<file path="src/rtl/cc_bus_rr_arbiter_if.sv">
// Bus bundle for the round-robin channel merger.
// CC_BUS_PACKET_LOCK_EN adds the per-beat last flags.
interface cc_bus_rr_arbiter_if #(
  parameter int DATAWIDTH_BUS = 32,
  parameter int CHANNELS      = 4,
  parameter int CHSEL_W       = 2
);
  logic [CHANNELS*DATAWIDTH_BUS-1:0] CC_BUS_DataBUS_In;
  logic [CHANNELS-1:0]               CC_BUS_Valid_In;
  logic [CHANNELS-1:0]               CC_BUS_Ready_Out;
  logic [DATAWIDTH_BUS-1:0]          CC_BUS_DataBUS_Out;
  logic                              CC_BUS_Valid_Out;
  logic                              CC_BUS_Ready_In;
  logic [CHSEL_W-1:0]                CC_BUS_Grant_Out;
`ifdef CC_BUS_PACKET_LOCK_EN
  logic [CHANNELS-1:0]               CC_BUS_Last_In;
  logic                              CC_BUS_Last_Out;
`endif

  modport slave (
    input  CC_BUS_DataBUS_In,
    input  CC_BUS_Valid_In,
    output CC_BUS_Ready_Out,
    output CC_BUS_DataBUS_Out,
    output CC_BUS_Valid_Out,
    input  CC_BUS_Ready_In,
`ifdef CC_BUS_PACKET_LOCK_EN
    input  CC_BUS_Last_In,
    output CC_BUS_Last_Out,
`endif
    output CC_BUS_Grant_Out
  );

  modport master (
    output CC_BUS_DataBUS_In,
    output CC_BUS_Valid_In,
    input  CC_BUS_Ready_Out,
    input  CC_BUS_DataBUS_Out,
    input  CC_BUS_Valid_Out,
    output CC_BUS_Ready_In,
`ifdef CC_BUS_PACKET_LOCK_EN
    output CC_BUS_Last_In,
    input  CC_BUS_Last_Out,
`endif
    input  CC_BUS_Grant_Out
  );
endinterface

</file>
<file path="src/rtl/cc_bus_rr_arbiter.sv">
// Round-robin merge of CHANNELS source buses into a 2-entry output FIFO.
// CC_BUS_PACKET_LOCK_EN: hold the grant on one channel until a last beat.
module cc_bus_rr_arbiter #(
  parameter int DATAWIDTH_BUS = 32,
  parameter int CHANNELS      = 4,
  parameter int CHSEL_W       = 2
) (
  input  logic             CC_BUS_CLOCK_50,
  input  logic             CC_BUS_RESET_InHigh,
  cc_bus_rr_arbiter_if.slave bus
);

  typedef struct packed {
    logic [CHSEL_W-1:0]       g;
    logic [DATAWIDTH_BUS-1:0] d;
`ifdef CC_BUS_PACKET_LOCK_EN
    logic                     l;
`endif
  } ent_t;

  logic [1:0]          cnt_q, cnt_d;
  logic [CHSEL_W-1:0]  ptr_q, ptr_d;
  ent_t                e0_q, e0_d;
  ent_t                e1_q, e1_d;
  ent_t                nw;
  logic [CHANNELS-1:0] rdy;
  logic [CHSEL_W-1:0]  win;
  logic [CHSEL_W-1:0]  idx;
  logic                found;
  logic                push;
  logic                pop;
`ifdef CC_BUS_PACKET_LOCK_EN
  logic                lock_q, lock_d;
  logic [CHSEL_W-1:0]  lch_q, lch_d;
`endif

  always_comb begin
    rdy   = '0;
    win   = '0;
    idx   = '0;
    found = 1'b0;
    for (int k = 1; k <= CHANNELS; k++) begin
      idx = CHSEL_W'((int'(ptr_q) + k) % CHANNELS);
      if (!found && bus.CC_BUS_Valid_In[idx]) begin
        found = 1'b1;
        win   = idx;
      end
    end
`ifdef CC_BUS_PACKET_LOCK_EN
    if (lock_q) begin
      found = bus.CC_BUS_Valid_In[lch_q];
      win   = lch_q;
    end
`endif
    if (found && cnt_q != 2'd2 && !CC_BUS_RESET_InHigh)
      rdy[win] = 1'b1;
  end

  assign push = |rdy;
  assign pop  = (cnt_q != 2'd0) & bus.CC_BUS_Ready_In;

  always_comb begin
    nw   = '0;
    nw.g = win;
    nw.d = bus.CC_BUS_DataBUS_In[int'(win)*DATAWIDTH_BUS +: DATAWIDTH_BUS];
`ifdef CC_BUS_PACKET_LOCK_EN
    nw.l = bus.CC_BUS_Last_In[win];
`endif
  end

  always_comb begin
    e0_d  = e0_q;
    e1_d  = e1_q;
    ptr_d = ptr_q;
    cnt_d = cnt_q + {1'b0, push} - {1'b0, pop};
    if (pop)
      e0_d = e1_q;
    if (push) begin
      ptr_d = win;
      // slot after the pop-shift: head if it ends up empty, else second
      if (cnt_q == 2'd0 || (cnt_q == 2'd1 && pop))
        e0_d = nw;
      else
        e1_d = nw;
    end
  end

`ifdef CC_BUS_PACKET_LOCK_EN
  always_comb begin
    lock_d = lock_q;
    lch_d  = lch_q;
    if (push) begin
      lock_d = !nw.l;
      lch_d  = win;
    end
  end
`endif

  always_ff @(posedge CC_BUS_CLOCK_50) begin
    if (CC_BUS_RESET_InHigh) begin
      cnt_q  <= '0;
      ptr_q  <= CHSEL_W'(CHANNELS - 1);
      e0_q   <= '0;
      e1_q   <= '0;
`ifdef CC_BUS_PACKET_LOCK_EN
      lock_q <= 1'b0;
      lch_q  <= '0;
`endif
    end else begin
      cnt_q  <= cnt_d;
      ptr_q  <= ptr_d;
      e0_q   <= e0_d;
      e1_q   <= e1_d;
`ifdef CC_BUS_PACKET_LOCK_EN
      lock_q <= lock_d;
      lch_q  <= lch_d;
`endif
    end
  end

  assign bus.CC_BUS_Ready_Out   = rdy;
  assign bus.CC_BUS_Valid_Out   = cnt_q != 2'd0;
  assign bus.CC_BUS_DataBUS_Out = e0_q.d;
  assign bus.CC_BUS_Grant_Out   = e0_q.g;
`ifdef CC_BUS_PACKET_LOCK_EN
  assign bus.CC_BUS_Last_Out    = e0_q.l;
`endif

endmodule

</file>
<file path="src/flat_wrapper.sv">
// flat-port wrapper written by rule: the top's interface ports become plain ports
module cc_bus_rr_arbiter_flat 
#(
  parameter int DATAWIDTH_BUS = 32,
  parameter int CHANNELS      = 4,
  parameter int CHSEL_W       = 2
)
  (CC_BUS_CLOCK_50, CC_BUS_RESET_InHigh, bus_CC_BUS_DataBUS_In, bus_CC_BUS_Valid_In, bus_CC_BUS_Ready_Out, bus_CC_BUS_DataBUS_Out, bus_CC_BUS_Valid_Out, bus_CC_BUS_Ready_In, bus_CC_BUS_Grant_Out);
  cc_bus_rr_arbiter_if #(.DATAWIDTH_BUS(DATAWIDTH_BUS), .CHANNELS(CHANNELS), .CHSEL_W(CHSEL_W)) bus_i ();
  input  logic CC_BUS_CLOCK_50;
  input  logic CC_BUS_RESET_InHigh;
  input wire logic [$bits(bus_i.CC_BUS_DataBUS_In)-1:0] bus_CC_BUS_DataBUS_In;
  input wire logic [$bits(bus_i.CC_BUS_Valid_In)-1:0] bus_CC_BUS_Valid_In;
  output wire logic [$bits(bus_i.CC_BUS_Ready_Out)-1:0] bus_CC_BUS_Ready_Out;
  output wire logic [$bits(bus_i.CC_BUS_DataBUS_Out)-1:0] bus_CC_BUS_DataBUS_Out;
  output wire logic [$bits(bus_i.CC_BUS_Valid_Out)-1:0] bus_CC_BUS_Valid_Out;
  input wire logic [$bits(bus_i.CC_BUS_Ready_In)-1:0] bus_CC_BUS_Ready_In;
  output wire logic [$bits(bus_i.CC_BUS_Grant_Out)-1:0] bus_CC_BUS_Grant_Out;
  assign bus_i.CC_BUS_DataBUS_In = bus_CC_BUS_DataBUS_In;
  assign bus_i.CC_BUS_Valid_In = bus_CC_BUS_Valid_In;
  assign bus_CC_BUS_Ready_Out = bus_i.CC_BUS_Ready_Out;
  assign bus_CC_BUS_DataBUS_Out = bus_i.CC_BUS_DataBUS_Out;
  assign bus_CC_BUS_Valid_Out = bus_i.CC_BUS_Valid_Out;
  assign bus_i.CC_BUS_Ready_In = bus_CC_BUS_Ready_In;
  assign bus_CC_BUS_Grant_Out = bus_i.CC_BUS_Grant_Out;
  cc_bus_rr_arbiter #(.DATAWIDTH_BUS(DATAWIDTH_BUS), .CHANNELS(CHANNELS), .CHSEL_W(CHSEL_W)) u_core (.CC_BUS_CLOCK_50(CC_BUS_CLOCK_50), .CC_BUS_RESET_InHigh(CC_BUS_RESET_InHigh), .bus(bus_i));
endmodule
</file>
<file path="config.mk">
export PLATFORM = sky130hd
export DESIGN_NAME = cc_bus_rr_arbiter_flat
export DESIGN_NICKNAME = d
export VERILOG_FILES = /design/src/rtl/cc_bus_rr_arbiter_if.sv /design/src/rtl/cc_bus_rr_arbiter.sv /design/src/flat_wrapper.sv
export SDC_FILE = /design/constraint.sdc
export NUM_CORES = 1
export LEC_CHECK = 0
export CORE_UTILIZATION = 45
export CTS_CLUSTER_DIAMETER = 100
export DETAILED_ROUTE_END_ITERATION = 6
export PLACE_DENSITY = 0.91
export SYNTH_ARGS = -nofsm -noshare
export SYNTH_HDL_FRONTEND = slang
export SYNTH_SLANG_ARGS = --single-unit
</file>
<file path="constraint.sdc">
create_clock -name CC_BUS_CLOCK_50 -period 2.85 [get_ports CC_BUS_CLOCK_50]
set_input_delay 0.57 -clock CC_BUS_CLOCK_50 [delete_from_list [all_inputs] [get_ports CC_BUS_CLOCK_50]]
set_output_delay 0.57 -clock CC_BUS_CLOCK_50 [all_outputs]
set_load 0.005 [all_outputs]
</file>
* Word level (Yosys, flattened, before mapping) *
Index checks and enable logic that the tools add are counted.

storage, ports and cells
  word-level logic and storage cells = 61
  register bits after elaboration = 72
  bits of input ports = 135

cells by class
  muxes and demuxes = 22
  reductions and logical operators = 16
  shift operators = 1
  equality and inequality tests = 2
  bitwise operators = 2
  add/sub/neg operators = 6
  magnitude comparators = 6

operators by type and width
  cell                   count
  $shiftx A128 B8 Y32    1
  $mux W34               3
  $lt A2 B3 Y1 const B   5
  $mux W1                9
  $bmux W1 S2            4
  $mux W2                4
  $logic_and A1 B1 Y1    7
  $add A2 B1 Y2 const B  2
  $add A2 B2 Y2 const B  2
  $logic_not A1 Y1       4
  $mux W4                1
  $reduce_or A4 Y1       1
  $add A2 B1 Y2          1
  $demux W1 S2           1
  $eq A2 B1 Y1 const B   1
  $ge A2 B1 Y1 const B   1
  $logic_not A2 Y1       1
  $ne A2 B2 Y1 const B   1
  $reduce_and A2 Y1      1
  $reduce_bool A2 Y1     1
  $sub A2 B1 Y2          1
  $and A1 B1 Y1          1
  $logic_or A1 B1 Y1     1
  $not A1 Y1             1

* Longest topological paths before layout *
  depth in word-level cells = 21
  mapped depth = 10
  depth with buffers taken out = 9

* Worst setup path after synthesis *
No wires, ideal clock.

  kind = input port to output port
  from = in bus_CC_BUS_Valid_In[0]
  to = out bus_CC_BUS_Ready_Out[1]
  cell stages on the path = 6
  setup slack = 0.714 ns
  data arrival time = 1.566 ns
  path buffers = 2
  required time = 2.280 ns
  cell sequence = and2b_4 -> o21ba_2 -> nor2_4 -> buf_6 -> buf_6 -> nor2_1

between the ends
  cells in the longest elaborated chain, start to end = 17

ends and longest elaborated chain
  what                                                                line                     text
  start, declared                                                     flat_wrapper.sv:13       input wire logic [$bits(bus_i.CC_BUS_Valid_In)-1:0] bus_CC_BUS_Valid_In;
  $bmux W1 S2                                                         cc_bus_rr_arbiter.sv:44  if (!found && bus.CC_BUS_Valid_In[idx]) begin
  $mux W1 (not written as such)                                       cc_bus_rr_arbiter.sv:44
  $mux W1                                                             cc_bus_rr_arbiter.sv:44
  $logic_not A1 Y1                                                    cc_bus_rr_arbiter.sv:44
  $logic_and A1 B1 Y1                                                 cc_bus_rr_arbiter.sv:44
  $mux W1                                                             cc_bus_rr_arbiter.sv:44
  $logic_not A1 Y1                                                    cc_bus_rr_arbiter.sv:44
  $logic_and A1 B1 Y1                                                 cc_bus_rr_arbiter.sv:44
  $mux W1                                                             cc_bus_rr_arbiter.sv:44
  $logic_not A1 Y1                                                    cc_bus_rr_arbiter.sv:44
  $logic_and A1 B1 Y1                                                 cc_bus_rr_arbiter.sv:44
  $mux W2                                                             cc_bus_rr_arbiter.sv:44
  $lt A2 B3 Y1 (not written as such) or $ge A2 B1 Y1 (tied branches)  cc_bus_rr_arbiter.sv:56  rdy[win] = 1'b1;
  $logic_and A1 B1 Y1 (not written as such)                           cc_bus_rr_arbiter.sv:56
  $mux W1 (not written as such)                                       cc_bus_rr_arbiter.sv:56
  $demux W1 S2                                                        -
  $mux W4 *                                                           cc_bus_rr_arbiter.sv:55  if (found && cnt_q != 2'd2 && !CC_BUS_RESET_InHigh)
  end, declared                                                       flat_wrapper.sv:14       output wire logic [$bits(bus_i.CC_BUS_Ready_Out)-1:0] bus_CC_BUS_Ready_Out;

Mark *: on every way between the ends. The rest lies on a longest branch, timed or not. The select of a mux whose other input is x is not followed.

* Worst setup path in the final report *
  from = in bus_CC_BUS_Valid_In[3]
  to = out bus_CC_BUS_Ready_Out[2]

The elaborated chain is that of the path after synthesis.

==> results.cfg <==
[routing]
dr.first_iter.drc_count = 210
drt-total-wl_um = 15400
via_per_inst = 5.97
drtAntennaViolNets = 0
dr.pass1.iters = 5
wl_per_cell_um = 19.2
route.detailed.drc = 0
route.vias.total = 4779

[worst_setup_path]
start_kind = primary input
arrival_ns = 2.15
cp.required_ns = 2.28
slowest_delay_ns = 0.52
critPathSlowestCell = clkdlybuf4s50_1
endpoint_kind = output port
critPathKind = primary input to output port
critPathTopFamily = buffers and inverters
worstPathMaxFanout = 5
crit_buf_inv = 3
crit_chain = dlygate4sd2_1, mux2i_1, buf_4, a2bb2oi_4, nand2_1, nor2_1, clkdlybuf4s50_1

[clock_network]
cts.path.max_buffers = 2
cts_hold_buf = 0
clock_latency_ns = 0.34
htreeDepth = 3
cts.sinks = 72
cts_buffers = 9
clk_pin_slew_ns = 0.08
cts_tree = done
root_buffer = clkbuf_8

[sta]
min_period_over_period_pct = 95.3
finalHoldViolations = 0
max_freq_ghz = 0.368
finalClockSkew_ns = 0.00659
rsz0062_at_grt = false
fin_tns_setup_ns = 0
timing.final.crit_period_ns = 2.72
tightest_slew_ns = 0.535
finalSetupViolCount = 0
slew_headroom_pct = 64.3
finalMaxSlewViolations = 0

[logic_synthesis]
avgSynthCellArea_sq_um = 9.20
synthSimpleGateAreaFrac_pct = 14.4
synth.most_common_cell = dfxtp_1
synth_largest_area_cell = dfxtp_1
synth_edf_count = 0
yosys_register_bits = 72
ys_async_sr_fraction_pct = 0
muxShareOfSynthArea_pct = 23.2
ys_warn_count = 0
synth_flop_cell = dfxtp_1
synthDistinctLibCells = 36
synth_compound_gate_area_share_pct = 23.9
synthAdderAreaFrac_pct = 0.548
synth_area_leaders = dfxtp_1 (32%), mux2_2 (14%), mux2i_1 (7.5%)
synth_xor_area_share_pct = 0.384
syn_nets = 633
synth_top_area_share_pct = 31.6
synth_common_cells = dfxtp_1 (72), mux2_2 (56), nand2_1 (39)
netlist_area_sq_um = 4570
synthCells = 496
ys_seq_area_share_pct = 31.6
synth_top_family_by_area = compound AO/OA/AOI/OAI gates

[placed_design]
io_buffer_count = 173
hpwl_um = 10600
place_congestion = 0.826

[finish]
nets = 800
diodes = 0
drive_above_1_share_pct = 17.8
final_core_util_pct = 68.2
syn2layout_area_growth_pct = 46.8

[global_routing]
grt_pass1_vias = 5053
antenna_found_initial = 0
grt_pass1_wl_um = 23400
grt_max_degree = 36
grtUsageTotal_pct = 28.6
overflow = 0

[worst_hold_path]
hold_class = flop to flop

[power]
power_mw = 4.91
p_per_area_nw_per_um2 = 733
p_leak_nw = 2.59
peakVddDrop_uv = 352

[floorplanning]
boundaryPins = 174
rows = 36
core_area_sq_um = 9820
die_w_um = 103
start_util_pct = 46.5
fp.dieH_um = 103
die_area_sq_um = 10600

[outcome]
status = finished clean

[run]
drv_cap = 0
-- cells by family (layout without fill, tap and decap cells) --
kind of cell    after synthesis  after routing
compound gates              144            144
xor+xnor                      2              2
fa+ha+maj                     2              2
buf+inv                      50            222
flops                        72             72
mux                          98             98
simple gates                128            128
-- layer usage --
metal / vias up / track usage, % / wire (um)
li1: 2208 / - / -
met1: 2280 / 31.0 / 5840
met2: 251 / 53.1 / 7880
met3: 40 / 5.56 / 1310
met4: 0 / 14.0 / 337
met5: - / 0 / 0
-- layout make-up --
cell class / count / area [sq um]
Timing Repair Buffer: 200 / 1980
Fill cell: 765 / 3120
Multi-Input combinational cell: 374 / 2900
Tap cell: 133 / 166
Clock inverter: 7 / 62.6
Clock buffer: 9 / 124
Inverter: 6 / 22.5
Sequential cell: 72 / 1440
-- stage by stage --
step           area (sq um)  std cells  hold slack [ns]  worst slack [ns]
2_1_floorplan          4570        496            0.452             0.714
3_3_place_gp           6500        784            0.463           -0.0575
3_5_place_dp           6500        784            0.471            -0.121
4_1_cts                6690        800            0.489            0.0721
5_1_grt                6700        801            0.507            0.0199
6_report               6700        801            0.492             0.134
-- layout by cell type, fill, tap and decap left out, types with 2 or more instances in the layout --
cell type,count
nand2_1,38
or2_2,3
dfxtp_1,71
and2_1,32
buf_4,23
mux2_1,8
nand2b_1,2
buf_12,4
o21ai_0,35
a221o_1,32
inv_1,6
nor2b_1,2
nor2_1,11
a21oi_1,34
clkinv_2,5
mux2_2,56
clkbuf_8,9
xnor2_1,2
clkdlybuf4s50_1,169
dlygate4sd2_1,3
nor2_2,2
nand3_1,32
mux2i_1,34
o221ai_1,32
ha_1,2
-- sequential cells by signal, summed over array words and instances (netlist names) --
| name | count |
|---|---|
| u_core.e1_q | 34 |
| u_core.bus.CC_BUS_DataBUS_Out | 32 |
| u_core.bus.CC_BUS_Grant_Out | 2 |
| u_core.cnt_q | 2 |
| u_core.ptr_q | 2 |
-- worst reg2reg max path, cell delays in order (launching register included) --
cell and delay (ns):
dfxtp_2 0.47, mux2i_1 0.24, buf_4 0.17, o2bb2ai_4 0.08, nor2_4 0.18, buf_12 0.25
mux2_2 0.42, a221o_1 0.32
-- worst paths after layout --
kind	start	slack, ns	cells past startpoint	end
setup / recovery	bus_CC_BUS_Valid_In[3]	0.13	7	bus_CC_BUS_Ready_Out[2]
hold / removal	u_core.e1_q[4]	0.49	1	u_core.e1_q[4]
setup reg to reg	u_core.ptr_q[1]	0.60	7	u_core.e1_q[19]
hold reg to reg	u_core.e1_q[4]	0.49	1	u_core.e1_q[4]
-- power breakdown --
part | switching, mW | leakage [nW] | total, mW | internal, mW
Combinational | 1.15 | 1.90 | 2.58 | 1.43
Clock | 0.384 | 0.0985 | 0.781 | 0.397
Sequential | 0.218 | 0.592 | 1.55 | 1.33
Total | 1.75 | 2.59 | 4.91 | 3.16
-- what timing repair did --
item | 4_1_cts | 5_1_grt
buffers inserted | 0 | 1
gates cloned | 0 | 0
resized for setup | 6 | 1
endpoints found under the setup margin | 4 | 4
pin swaps | 0 | 1
Note: power is estimated with default switching activity, not from simulation.
